<file path="src/rtl/ex_stage_pkg.sv">
// ----------------------------------------------------------------------------
// ex_stage_pkg
// Shared constants for the execute stage: ALU operation codes, R-type funct
// codes, forwarding-select codes, EX_control bit positions and the state
// encoding of the iterative multiplier.
// No ports (package only).
// ----------------------------------------------------------------------------
package ex_stage_pkg;

    // alu_op field of EX_control
    localparam logic [1:0] ALU_OP_ADD   = 2'b00;
    localparam logic [1:0] ALU_OP_SUB   = 2'b01;
    localparam logic [1:0] ALU_OP_RTYPE = 2'b10;
    localparam logic [1:0] ALU_OP_ADD2  = 2'b11;

    // R-type funct codes
    localparam logic [5:0] FUNCT_ADD = 6'h20;
    localparam logic [5:0] FUNCT_SUB = 6'h22;
    localparam logic [5:0] FUNCT_AND = 6'h24;
    localparam logic [5:0] FUNCT_OR  = 6'h25;
    localparam logic [5:0] FUNCT_SLT = 6'h2A;
    localparam logic [5:0] FUNCT_MUL = 6'h18;

    // Forwarding selects (11 falls back to the register value)
    localparam logic [1:0] FWD_REG     = 2'b00;
    localparam logic [1:0] FWD_WB      = 2'b01;
    localparam logic [1:0] FWD_MEM     = 2'b10;
    localparam logic [1:0] FWD_REG_ALT = 2'b11;

    // EX_control bit positions
    localparam int EX_REG_DST   = 0;
    localparam int EX_ALU_SRC   = 1;
    localparam int EX_ALU_OP_LO = 2;
    localparam int EX_ALU_OP_HI = 3;

    // Multiplier FSM states
    typedef enum logic [1:0] {
        MUL_IDLE = 2'b00,
        MUL_BUSY = 2'b01,
        MUL_DONE = 2'b10
    } mul_state_t;

endpackage

</file>
<file path="src/rtl/ex_stage_mul_seq.sv">
// ----------------------------------------------------------------------------
// mul_seq
// Iterative shift-add multiplier producing the low 32 bits of a*b.
// Ports:
//   i_clk, i_rst_n  clock, synchronous active-low reset
//   i_start         latch i_a/i_b and begin (honoured only in IDLE)
//   i_abort         drop an operation in progress and return to IDLE
//   i_a, i_b        operands
//   o_state         current FSM state (also used by the parent for control)
//   o_product       running / final product (valid in DONE)
//
// Handshake: the parent raises i_start for one cycle while o_state is IDLE.
// The FSM then spends MUL_CYCLES cycles in BUSY (one shift-add step each)
// and exactly one cycle in DONE, during which o_product is final, before it
// returns unconditionally to IDLE. There is no backpressure on DONE.
// ----------------------------------------------------------------------------
module mul_seq
    import ex_stage_pkg::*;
#(
    parameter int MUL_CYCLES = 32
) (
    input  logic        i_clk,
    input  logic        i_rst_n,
    input  logic        i_start,
    input  logic        i_abort,
    input  logic [31:0] i_a,
    input  logic [31:0] i_b,
    output mul_state_t  o_state,
    output logic [31:0] o_product
);

    localparam int CW = $clog2(MUL_CYCLES);
    localparam logic [CW-1:0] LAST_STEP = CW'(MUL_CYCLES - 1);

    mul_state_t    r_state;
    mul_state_t    w_next_state;
    logic [CW-1:0] r_count;
    logic [31:0]   r_mcand;
    logic [31:0]   r_mplier;
    logic [31:0]   r_product;

    // Next-state logic
    always_comb begin
        w_next_state = r_state;
        case (r_state)
            MUL_IDLE: begin
                if (i_start) begin
                    w_next_state = MUL_BUSY;
                end
            end
            MUL_BUSY: begin
                if (i_abort) begin
                    w_next_state = MUL_IDLE;
                end else if (r_count == LAST_STEP) begin
                    w_next_state = MUL_DONE;
                end
            end
            MUL_DONE: begin
                w_next_state = MUL_IDLE;
            end
            default: begin
                w_next_state = MUL_IDLE;
            end
        endcase
    end

    // State register and datapath
    always_ff @(posedge i_clk) begin
        if (!i_rst_n) begin
            r_state   <= MUL_IDLE;
            r_count   <= '0;
            r_mcand   <= '0;
            r_mplier  <= '0;
            r_product <= '0;
        end else begin
            r_state <= w_next_state;
            case (r_state)
                MUL_IDLE: begin
                    if (i_start) begin
                        r_mcand   <= i_a;
                        r_mplier  <= i_b;
                        r_product <= '0;
                        r_count   <= '0;
                    end
                end
                MUL_BUSY: begin
                    if (i_abort) begin
                        r_count <= '0;
                    end else begin
                        // Only the low 32 bits matter, so the multiplicand
                        // is shifted left within 32 bits and bits pushed out
                        // are simply lost.
                        if (r_mplier[0]) begin
                            r_product <= r_product + r_mcand;
                        end
                        r_mcand  <= r_mcand << 1;
                        r_mplier <= r_mplier >> 1;
                        r_count  <= (r_count == LAST_STEP) ? '0 : r_count + CW'(1);
                    end
                end
                default: begin
                end
            endcase
        end
    end

    assign o_state   = r_state;
    assign o_product = r_product;

endmodule

</file>
<file path="src/rtl/ex_stage.sv">
// ----------------------------------------------------------------------------
// ex_stage
// Execute stage of the 5-stage pipeline: operand forwarding, ALU, branch
// target adder, iterative multiplier with stall handshake and the EX/MEM
// pipeline register.
// Ports:
//   i_clk, i_rst_n                clock, synchronous active-low reset
//   i_pc_plus4, i_read_data1/2,
//   i_sign_ext_imm, i_rt, i_rd,
//   i_funct, i_EX_control,
//   i_MEM_control, i_WB_control   ID/EX register contents
//   i_fwd_a_sel, i_fwd_b_sel      forwarding selects
//   i_fwd_mem_result, i_fwd_wb_data forwarded values
//   i_flush                       squash the instruction in EX
//   o_stall                       combinational: hold PC/IF/ID/ID-EX
//   o_branch_pc .. o_MEM_control  EX/MEM register outputs
// ----------------------------------------------------------------------------
module ex_stage
    import ex_stage_pkg::*;
#(
    parameter int MUL_CYCLES = 32
) (
    input  logic        i_clk,
    input  logic        i_rst_n,
    input  logic [31:0] i_pc_plus4,
    input  logic [31:0] i_read_data1,
    input  logic [31:0] i_read_data2,
    input  logic [31:0] i_sign_ext_imm,
    input  logic [4:0]  i_rt,
    input  logic [4:0]  i_rd,
    input  logic [5:0]  i_funct,
    input  logic [3:0]  i_EX_control,
    input  logic [2:0]  i_MEM_control,
    input  logic [1:0]  i_WB_control,
    input  logic [1:0]  i_fwd_a_sel,
    input  logic [1:0]  i_fwd_b_sel,
    input  logic [31:0] i_fwd_mem_result,
    input  logic [31:0] i_fwd_wb_data,
    input  logic        i_flush,
    output logic        o_stall,
    output logic [31:0] o_branch_pc,
    output logic [31:0] o_result,
    output logic        o_zero,
    output logic [31:0] o_read_data2,
    output logic [4:0]  o_write_reg,
    output logic [1:0]  o_WB_control,
    output logic [2:0]  o_MEM_control
);

    logic [1:0]  w_alu_op;
    logic [31:0] w_fwd_a;
    logic [31:0] w_fwd_b;
    logic [31:0] w_alu_b;
    logic [31:0] w_alu_result;
    logic [31:0] w_branch_pc;
    logic [4:0]  w_write_reg;
    logic        w_is_mul;
    logic        w_mul_start;
    logic        w_mul_idle;
    logic        w_mul_busy;
    mul_state_t  w_mul_state;
    logic [31:0] w_mul_product;

    logic [31:0] r_branch_pc;
    logic [31:0] r_result;
    logic        r_zero;
    logic [31:0] r_read_data2;
    logic [4:0]  r_write_reg;
    logic [1:0]  r_WB_control;
    logic [2:0]  r_MEM_control;

    assign w_alu_op = i_EX_control[EX_ALU_OP_HI:EX_ALU_OP_LO];

    // Operand forwarding
    always_comb begin
        w_fwd_a = i_read_data1;
        case (i_fwd_a_sel)
            FWD_WB:  w_fwd_a = i_fwd_wb_data;
            FWD_MEM: w_fwd_a = i_fwd_mem_result;
            default: w_fwd_a = i_read_data1;
        endcase
    end

    always_comb begin
        w_fwd_b = i_read_data2;
        case (i_fwd_b_sel)
            FWD_WB:  w_fwd_b = i_fwd_wb_data;
            FWD_MEM: w_fwd_b = i_fwd_mem_result;
            default: w_fwd_b = i_read_data2;
        endcase
    end

    assign w_alu_b     = i_EX_control[EX_ALU_SRC] ? i_sign_ext_imm : w_fwd_b;
    assign w_write_reg = i_EX_control[EX_REG_DST] ? i_rd : i_rt;
    assign w_branch_pc = i_pc_plus4 + {i_sign_ext_imm[29:0], 2'b00};

    // ALU; the mul case reads the multiplier product, which is only
    // final (and only captured) in the DONE cycle.
    always_comb begin
        w_alu_result = '0;
        case (w_alu_op)
            ALU_OP_ADD:  w_alu_result = w_fwd_a + w_alu_b;
            ALU_OP_SUB:  w_alu_result = w_fwd_a - w_alu_b;
            ALU_OP_ADD2: w_alu_result = w_fwd_a + w_alu_b;
            ALU_OP_RTYPE: begin
                case (i_funct)
                    FUNCT_ADD: w_alu_result = w_fwd_a + w_alu_b;
                    FUNCT_SUB: w_alu_result = w_fwd_a - w_alu_b;
                    FUNCT_AND: w_alu_result = w_fwd_a & w_alu_b;
                    FUNCT_OR:  w_alu_result = w_fwd_a | w_alu_b;
                    FUNCT_SLT: w_alu_result = ($signed(w_fwd_a) < $signed(w_alu_b)) ? 32'd1 : 32'd0;
                    FUNCT_MUL: w_alu_result = w_mul_product;
                    default:   w_alu_result = '0;
                endcase
            end
            default: w_alu_result = '0;
        endcase
    end

    // Multiplier control
    assign w_is_mul    = (w_alu_op == ALU_OP_RTYPE) && (i_funct == FUNCT_MUL);
    assign w_mul_idle  = (w_mul_state == MUL_IDLE);
    assign w_mul_busy  = (w_mul_state == MUL_BUSY);
    assign w_mul_start = w_mul_idle && w_is_mul && !i_flush;

    // Stall covers the IDLE cycle that launches the multiply plus every
    // BUSY cycle; flush and reset both override it so the squash/reset
    // takes effect in the same cycle.
    assign o_stall = i_rst_n && !i_flush && ((w_mul_idle && w_is_mul) || w_mul_busy);

    mul_seq #(
        .MUL_CYCLES (MUL_CYCLES)
    ) u_mul_seq (
        .i_clk     (i_clk),
        .i_rst_n   (i_rst_n),
        .i_start   (w_mul_start),
        .i_abort   (i_flush),
        .i_a       (w_fwd_a),
        .i_b       (w_fwd_b),
        .o_state   (w_mul_state),
        .o_product (w_mul_product)
    );

    // EX/MEM register: flush and stall both insert a bubble so the memory
    // stage sees a multiply exactly once, on the edge that leaves DONE.
    always_ff @(posedge i_clk) begin
        if (!i_rst_n) begin
            r_branch_pc   <= '0;
            r_result      <= '0;
            r_zero        <= 1'b0;
            r_read_data2  <= '0;
            r_write_reg   <= '0;
            r_WB_control  <= '0;
            r_MEM_control <= '0;
        end else if (i_flush || o_stall) begin
            r_branch_pc   <= '0;
            r_result      <= '0;
            r_zero        <= 1'b0;
            r_read_data2  <= '0;
            r_write_reg   <= '0;
            r_WB_control  <= '0;
            r_MEM_control <= '0;
        end else begin
            r_branch_pc   <= w_branch_pc;
            r_result      <= w_alu_result;
            r_zero        <= (w_alu_result == 32'd0);
            r_read_data2  <= w_fwd_b;
            r_write_reg   <= w_write_reg;
            r_WB_control  <= i_WB_control;
            r_MEM_control <= i_MEM_control;
        end
    end

    assign o_branch_pc   = r_branch_pc;
    assign o_result      = r_result;
    assign o_zero        = r_zero;
    assign o_read_data2  = r_read_data2;
    assign o_write_reg   = r_write_reg;
    assign o_WB_control  = r_WB_control;
    assign o_MEM_control = r_MEM_control;

endmodule
</file>
<file path="config.mk">
export PLATFORM = sky130hd
export DESIGN_NAME = ex_stage
export DESIGN_NICKNAME = d
export VERILOG_FILES = /design/src/rtl/ex_stage_pkg.sv /design/src/rtl/ex_stage_mul_seq.sv /design/src/rtl/ex_stage.sv
export SDC_FILE = /design/constraint.sdc
export NUM_CORES = 1
export LEC_CHECK = 0
export ABC_AREA = 0
export ABC_CLOCK_PERIOD_IN_PS = 7800
export CORE_ASPECT_RATIO = 0.6
export CORE_MARGIN = 5
export CORE_UTILIZATION = 26
export CTS_CLUSTER_DIAMETER = 60
export DETAILED_ROUTE_END_ITERATION = 8
export PLACE_DENSITY = 0.57
export REMOVE_ABC_BUFFERS = 1
export SLEW_MARGIN = 20
export SYNTH_ARGS = -nofsm -noshare
export SYNTH_HDL_FRONTEND = slang
export SYNTH_HIERARCHICAL = 1
export SYNTH_SLANG_ARGS = --single-unit
</file>
<file path="constraint.sdc">
create_clock -name i_clk -period 7.8 [get_ports i_clk]
set_clock_uncertainty 0.15 [all_clocks]
set_input_delay 2.34 -clock i_clk [delete_from_list [all_inputs] [get_ports i_clk]]
set_output_delay 2.34 -clock i_clk [all_outputs]
set_load 0.05 [all_outputs]
</file>
# Word level (Yosys, flattened, before mapping)
# Index checks and enable logic that the tools add are counted.
dict set report word_totals {
  word_cells 83
  register_bits 210
}
dict set report classes {
  n_bitwise 3
  add_sub_neg 5
  magnitude_cmp 1
  mux 25
  n_eq_ne 19
  reduce_logical 18
}
# op n
set op_table {}
lappend op_table {{32-bit case mux with 2 select lines} 5}
lappend op_table {{32-bit two-way mux} 8}
lappend op_table {{32-bit case mux with 6 select lines} 1}
lappend op_table {{32-bit adder} 3}
lappend op_table {{32-bit case mux with 3 select lines} 1}
lappend op_table {{32-bit bitwise AND} 1}
lappend op_table {{32-bit zero test} 1}
lappend op_table {{32-bit < comparator} 1}
lappend op_table {{32-bit OR} 1}
lappend op_table {{32-bit subtractor} 1}
lappend op_table {{6-bit == test, second input constant} 5}
lappend op_table {{5-bit two-way mux} 4}
lappend op_table {{5-bit case mux with 2 select lines} 1}
lappend op_table {{2-bit by 1-bit == test with 1-bit output, second input constant} 4}
lappend op_table {{2-bit == test, second input constant} 4}
lappend op_table {{6-bit by 5-bit == test with 1-bit output, second input constant} 1}
lappend op_table {{2-bit two-way mux} 3}
lappend op_table {{5-bit by 1-bit adder with 5-bit output, second input constant} 1}
lappend op_table {{5-bit == test, second input constant} 1}
lappend op_table {{1-bit logical AND} 5}
lappend op_table {{2-bit zero test} 2}
lappend op_table {{2-bit by 1-bit != test with 1-bit output, second input constant} 2}
lappend op_table {{2-bit case mux with 2 select lines} 1}
lappend op_table {{2-bit AND reduction} 2}
lappend op_table {{10 further kinds} 12}

# Depth between registers and ports, before layout
dict set report logic_depth {
  depth_word 8
  mapped_depth 22
  depth_no_buf 21
}

# Hierarchy
# The synthesis kept the hierarchy.
# module cells_each area_per_inst_um2 instances
set modules_own_cells {}
lappend modules_own_cells {ex_stage 1608 11471.0 1}
lappend modules_own_cells {mul_seq 696 6226.0 1}

# Worst setup path before layout
# Ideal clock, no wire load.
dict set report synth_timing {
  path_kind {input -> output}
  startpoint {input port i_funct[1]}
  endpoint {output port o_stall}
  stages 7
  arrival_time_ps 5062
  path_slack_ps 248
  path_cell_list {clkbuf_1 -> nor2_1 -> and2_1 -> clkbuf_1 -> clkbuf_1 -> a21oi_1 -> nor4b_1}
}
dict set report synth_between {
  elab_chain_len 5
}
# element line_no
set synth_rtl {}
lappend synth_rtl {{start: declaration} ex_stage.sv:31} ;# input logic [5:0] i_funct,
lappend synth_rtl {{6-bit by 5-bit == test with 1-bit output} ex_stage.sv:121} ;# assign w_is_mul = (w_alu_op == ALU_OP_RTYPE) && (i_funct == FUNCT_MUL);
lappend synth_rtl {{1-bit logical AND} ex_stage.sv:121}
lappend synth_rtl {{1-bit logical AND} ex_stage.sv:129} ;# assign o_stall = i_rst_n && !i_flush && ((w_mul_idle && w_is_mul) || w_mul_busy);
lappend synth_rtl {{1-bit logical OR} ex_stage.sv:129}
lappend synth_rtl {{1-bit logical AND} ex_stage.sv:129}
lappend synth_rtl {{end: declaration} ex_stage.sv:40} ;# output logic o_stall,
# No other way between the ends.

# Worst setup path after layout
dict set report layout_timing {
  startpoint {input port i_fwd_b_sel[0]}
  endpoint {register r_zero (netlist: o_zero)}
}
dict set report layout_between {
  elab_chain_len 8
  word_cells_on_any_way 13
  cone_classes {add/sub: 2; order compare: 1; eq/ne: 2; mux: 5; bitwise: 2; reduce/logical: 1}
}
# element line_no
set layout_rtl {}
lappend layout_rtl {{start: declaration} ex_stage.sv:36} ;# input logic [1:0] i_fwd_b_sel,
lappend layout_rtl {{2-bit == test or 2-bit by 1-bit == test with 1-bit output (tied branches)} ex_stage.sv:86} ;# case (i_fwd_b_sel)
lappend layout_rtl {{32-bit case mux with 2 select lines *} ex_stage.sv:86}
lappend layout_rtl {{32-bit two-way mux *} ex_stage.sv:93} ;# assign w_alu_b = i_EX_control[EX_ALU_SRC] ? i_sign_ext_imm : w_fwd_b;
lappend layout_rtl {{32-bit < comparator} ex_stage.sv:111} ;# FUNCT_SLT: w_alu_result = ($signed(w_fwd_a) < $signed(w_alu_b)) ? 32'd1 : 32'd0;
lappend layout_rtl {{1-bit two-way mux} ex_stage.sv:111}
lappend layout_rtl {{32-bit case mux with 6 select lines} ex_stage.sv:106} ;# case (i_funct)
lappend layout_rtl {{32-bit case mux with 3 select lines *} ex_stage.sv:101} ;# case (w_alu_op)
lappend layout_rtl {{32-bit zero test *} ex_stage.sv:166} ;# r_zero <= (w_alu_result == 32'd0);
lappend layout_rtl {{end signal: assignment} ex_stage.sv:166}
lappend layout_rtl {{end: declaration} ex_stage.sv:66} ;# logic r_zero;
# Mark *: on every way between the ends. The rest lies on a longest branch, timed or not.
# A chain may end at the register's enable or synchronous reset.

==> metrics.txt <==
remaining antenna violation count 0; Rel. slew slack 26.70%; fin util 34.52%; Vias/cell 5.234; PD cells 176.5 nW/um^2; Setup crit end kind flip-flop; vias 18680; Boundary Pins 332; # hold bufs at CTS 0; drt first pass iters 7; Post-synth EDFFs 0; synth top area cells dfxtp_1 (24%), ha_1 (12%), nand2_1 (4.9%), nor2_1 (4.8%), o21ai_0 (4.4%); Setup CP Type in2reg; Reg power frac 27.2%; setup TNS 0 ns; nets 3028; global-route wire length before repair 110600 um; layout cells sized above 1 8.057%; DRC viols 0; clock power share 32.8%; r2r startpoint u_mul_seq/o_state[1]; Setup crit start i_fwd_b_sel[0]; post-synth top area share 23.76%; Die H 212.1 um; dpl hpwl 58290 um; initial antenna violation count 3; Initial Util 26.11%; total CTS buffers 26; clk buf depth 3; Psw 1.582 mW; Worst Max-Slew Pin Slew 1.095 ns; GRT Residual Overflow 0; vias in the first global route 17520; All-Layer GR Usage 19.16%; Port Buffers 331; Synth Flop Type dfxtp_1; dominant cell type by area after synthesis dfxtp_1; DP Cell Count 3520; final hold vios 0; Sink Count 210; non-filler instance count after layout 3568; fin crit share 96.71%; Reg2Reg Setup Slack 4.50 ns; largest net degree at the start of global routing 91; synthesis-stage register bit count 210; Internal 2.547 mW; Cell Area, Synth 17700 sq um; fmax 132.6 MHz; Root Driver clkbuf_16; Worst-Skew Late Latency 0.58 ns; Static Leak 10.71 nW; Sw Share 38.32%; Setup Viol. Count Final 0; Synth cell types 105; Critical Path Fanout Max 12; register area share after synthesis 23.76%; Worst R2R Path Depth 8; async set-reset flop share out of synthesis 0%; Comb pwr share 40.0%; RSZ-0062 raised after global routing no; row cnt 74; post-route minimum period 7.543 ns; YS warnings 6; Area Overhead vs Synth 32.19%; Tot Pwr 4.129 mW; WL final 74990 um; Reg2Reg Capture Point u_mul_seq/o_product[31]; maximum VDD drop 0.1355 mV; die width 346.8 um; FILL cells 7179; Placer Congestion 0.9957; DR WL/cell 21.02 um; full die area 73550 sq um; outcome finished clean; Slew Limit Fails 0; final antenna diode count 0; most frequent cell after synthesis nand2_1; Arr. time, crit path 7.91 ns; synth cell count leaders nand2_1 (232), nor2_1 (224), dfxtp_1 (210), ha_1 (164), inv_1 (155); TritonCTS clock tree done; CP required 8.16 ns; hold crit path type reg2reg; initial DRC count 2017; Clk pin slew, worst setup/hold paths 0.07 ns; Core Area 67780 sq um; Synth Instances 2304; crit path to o_zero; synthesized area per cell 7.681 sq um; Max-cap violations 0; H-tree levels 1; Startpoint Class input pin
## cells by family after synthesis
| logic type | count (synthesis) | synth area share (%) |
|---|---|---|
| AOI/OAI and AO/OA | 773 | 30.73 |
| xor gates and xnor gates | 67 | 3.316 |
| adders and majority gates | 168 | 12.05 |
| buffers and inverters | 297 | 7.205 |
| DFF | 210 | 23.76 |
| muxes | 74 | 4.186 |
| and+or+nand+nor | 715 | 18.76 |
## through the flow
step	hold slack [ns]	worst slack, ns	instance area [sq um]
floorplan	0.2929	0.1056	17000
global placement	0.3209	-0.2125	22460
detailed placement	0.3266	-0.2620	22460
CTS	0.3383	0.3417	23380
global route	0.3655	0.04580	23390
finish	0.3364	0.2567	23390
## per-layer routing
layer	vias to the layer above	routed length (um)	GRT usage (%)	part of all wire [%]
li1	8977	-	-	-
met1	8859	36890	28.98	49
met2	754	29890	26.91	40
met3	81	6856	5.725	9.1
met4	4	1336	3.188	1.8
met5	-	21	0	0.028
## area by class of cell
type / count / area, sq um / area share, %
multi-input cells: 1797 / 12290 / 52.55
repair buffers: 446 / 4252 / 18.17
well taps: 912 / 1141 / 4.878
flip-flops and latches: 210 / 4204 / 17.97
clock inverters: 18 / 234.0 / 1.000
inverters: 155 / 581.8 / 2.487
clock buffers: 30 / 686.9 / 2.936
## worst max-delay path, stage by stage
cell and delay (ns):
clkdlybuf4s50_1 0.56, inv_1 0.07, ha_2 0.49, nor2_1 0.09
a21oi_1 0.16, o21ai_0 0.20, ha_1 0.30, fa_1 0.39
o21bai_1 0.28, a2111oi_2 0.17, o211ai_1 0.58, a311oi_1 0.21
buf_4 0.21, a31o_2 0.29, nand3b_1 0.27, a21oi_1 0.28
nand4_1 0.31, nor4_2 0.37, nand4_1 0.15, nor3_2 0.16
## cell usage in the layout, fill, tap and decap left out, types with 96 or more instances in the layout
cell,instances
clkdlybuf4s50_1,328
nand2_1,232
nor2_1,224
dfxtp_1,210
ha_1,160
inv_1,155
o21ai_0,154
a21oi_1,153
buf_4,109
a22oi_1,96
## what timing repair did
action,4_1_cts,5_1_grt
endpoints found under the setup margin,0,1
resized for setup,0,2
setup buffers,0,0
## power by group through the flow
stage               logic, mW  clock network [mW]  registers [mW]
floorplan               0.799                   0            1.28
global placement         1.62                   0            1.15
detailed placement       1.61                   0            1.15
CTS                      1.62                1.39            1.12
global route             1.77                1.44            1.13
finish                   1.65                1.35            1.12
## how the worst min path moves through the flow
| stage | end | startpoint | cells past startpoint |
|---|---|---|---|
| final | u_mul_seq/o_product[17] | u_mul_seq/o_product[17] | 2 |
| after global routing | u_mul_seq/o_product[26] | u_mul_seq/o_product[26] | 2 |
| after CTS | u_mul_seq/o_product[30] | u_mul_seq/o_product[30] | 2 |
| after detailed placement | u_mul_seq/o_product[30] | u_mul_seq/o_product[30] | 2 |
| after global placement | u_mul_seq/o_product[30] | u_mul_seq/o_product[30] | 2 |
| after floorplan | u_mul_seq/o_product[28] | u_mul_seq/o_product[28] | 2 |
Power figures use the tool's default switching activity.
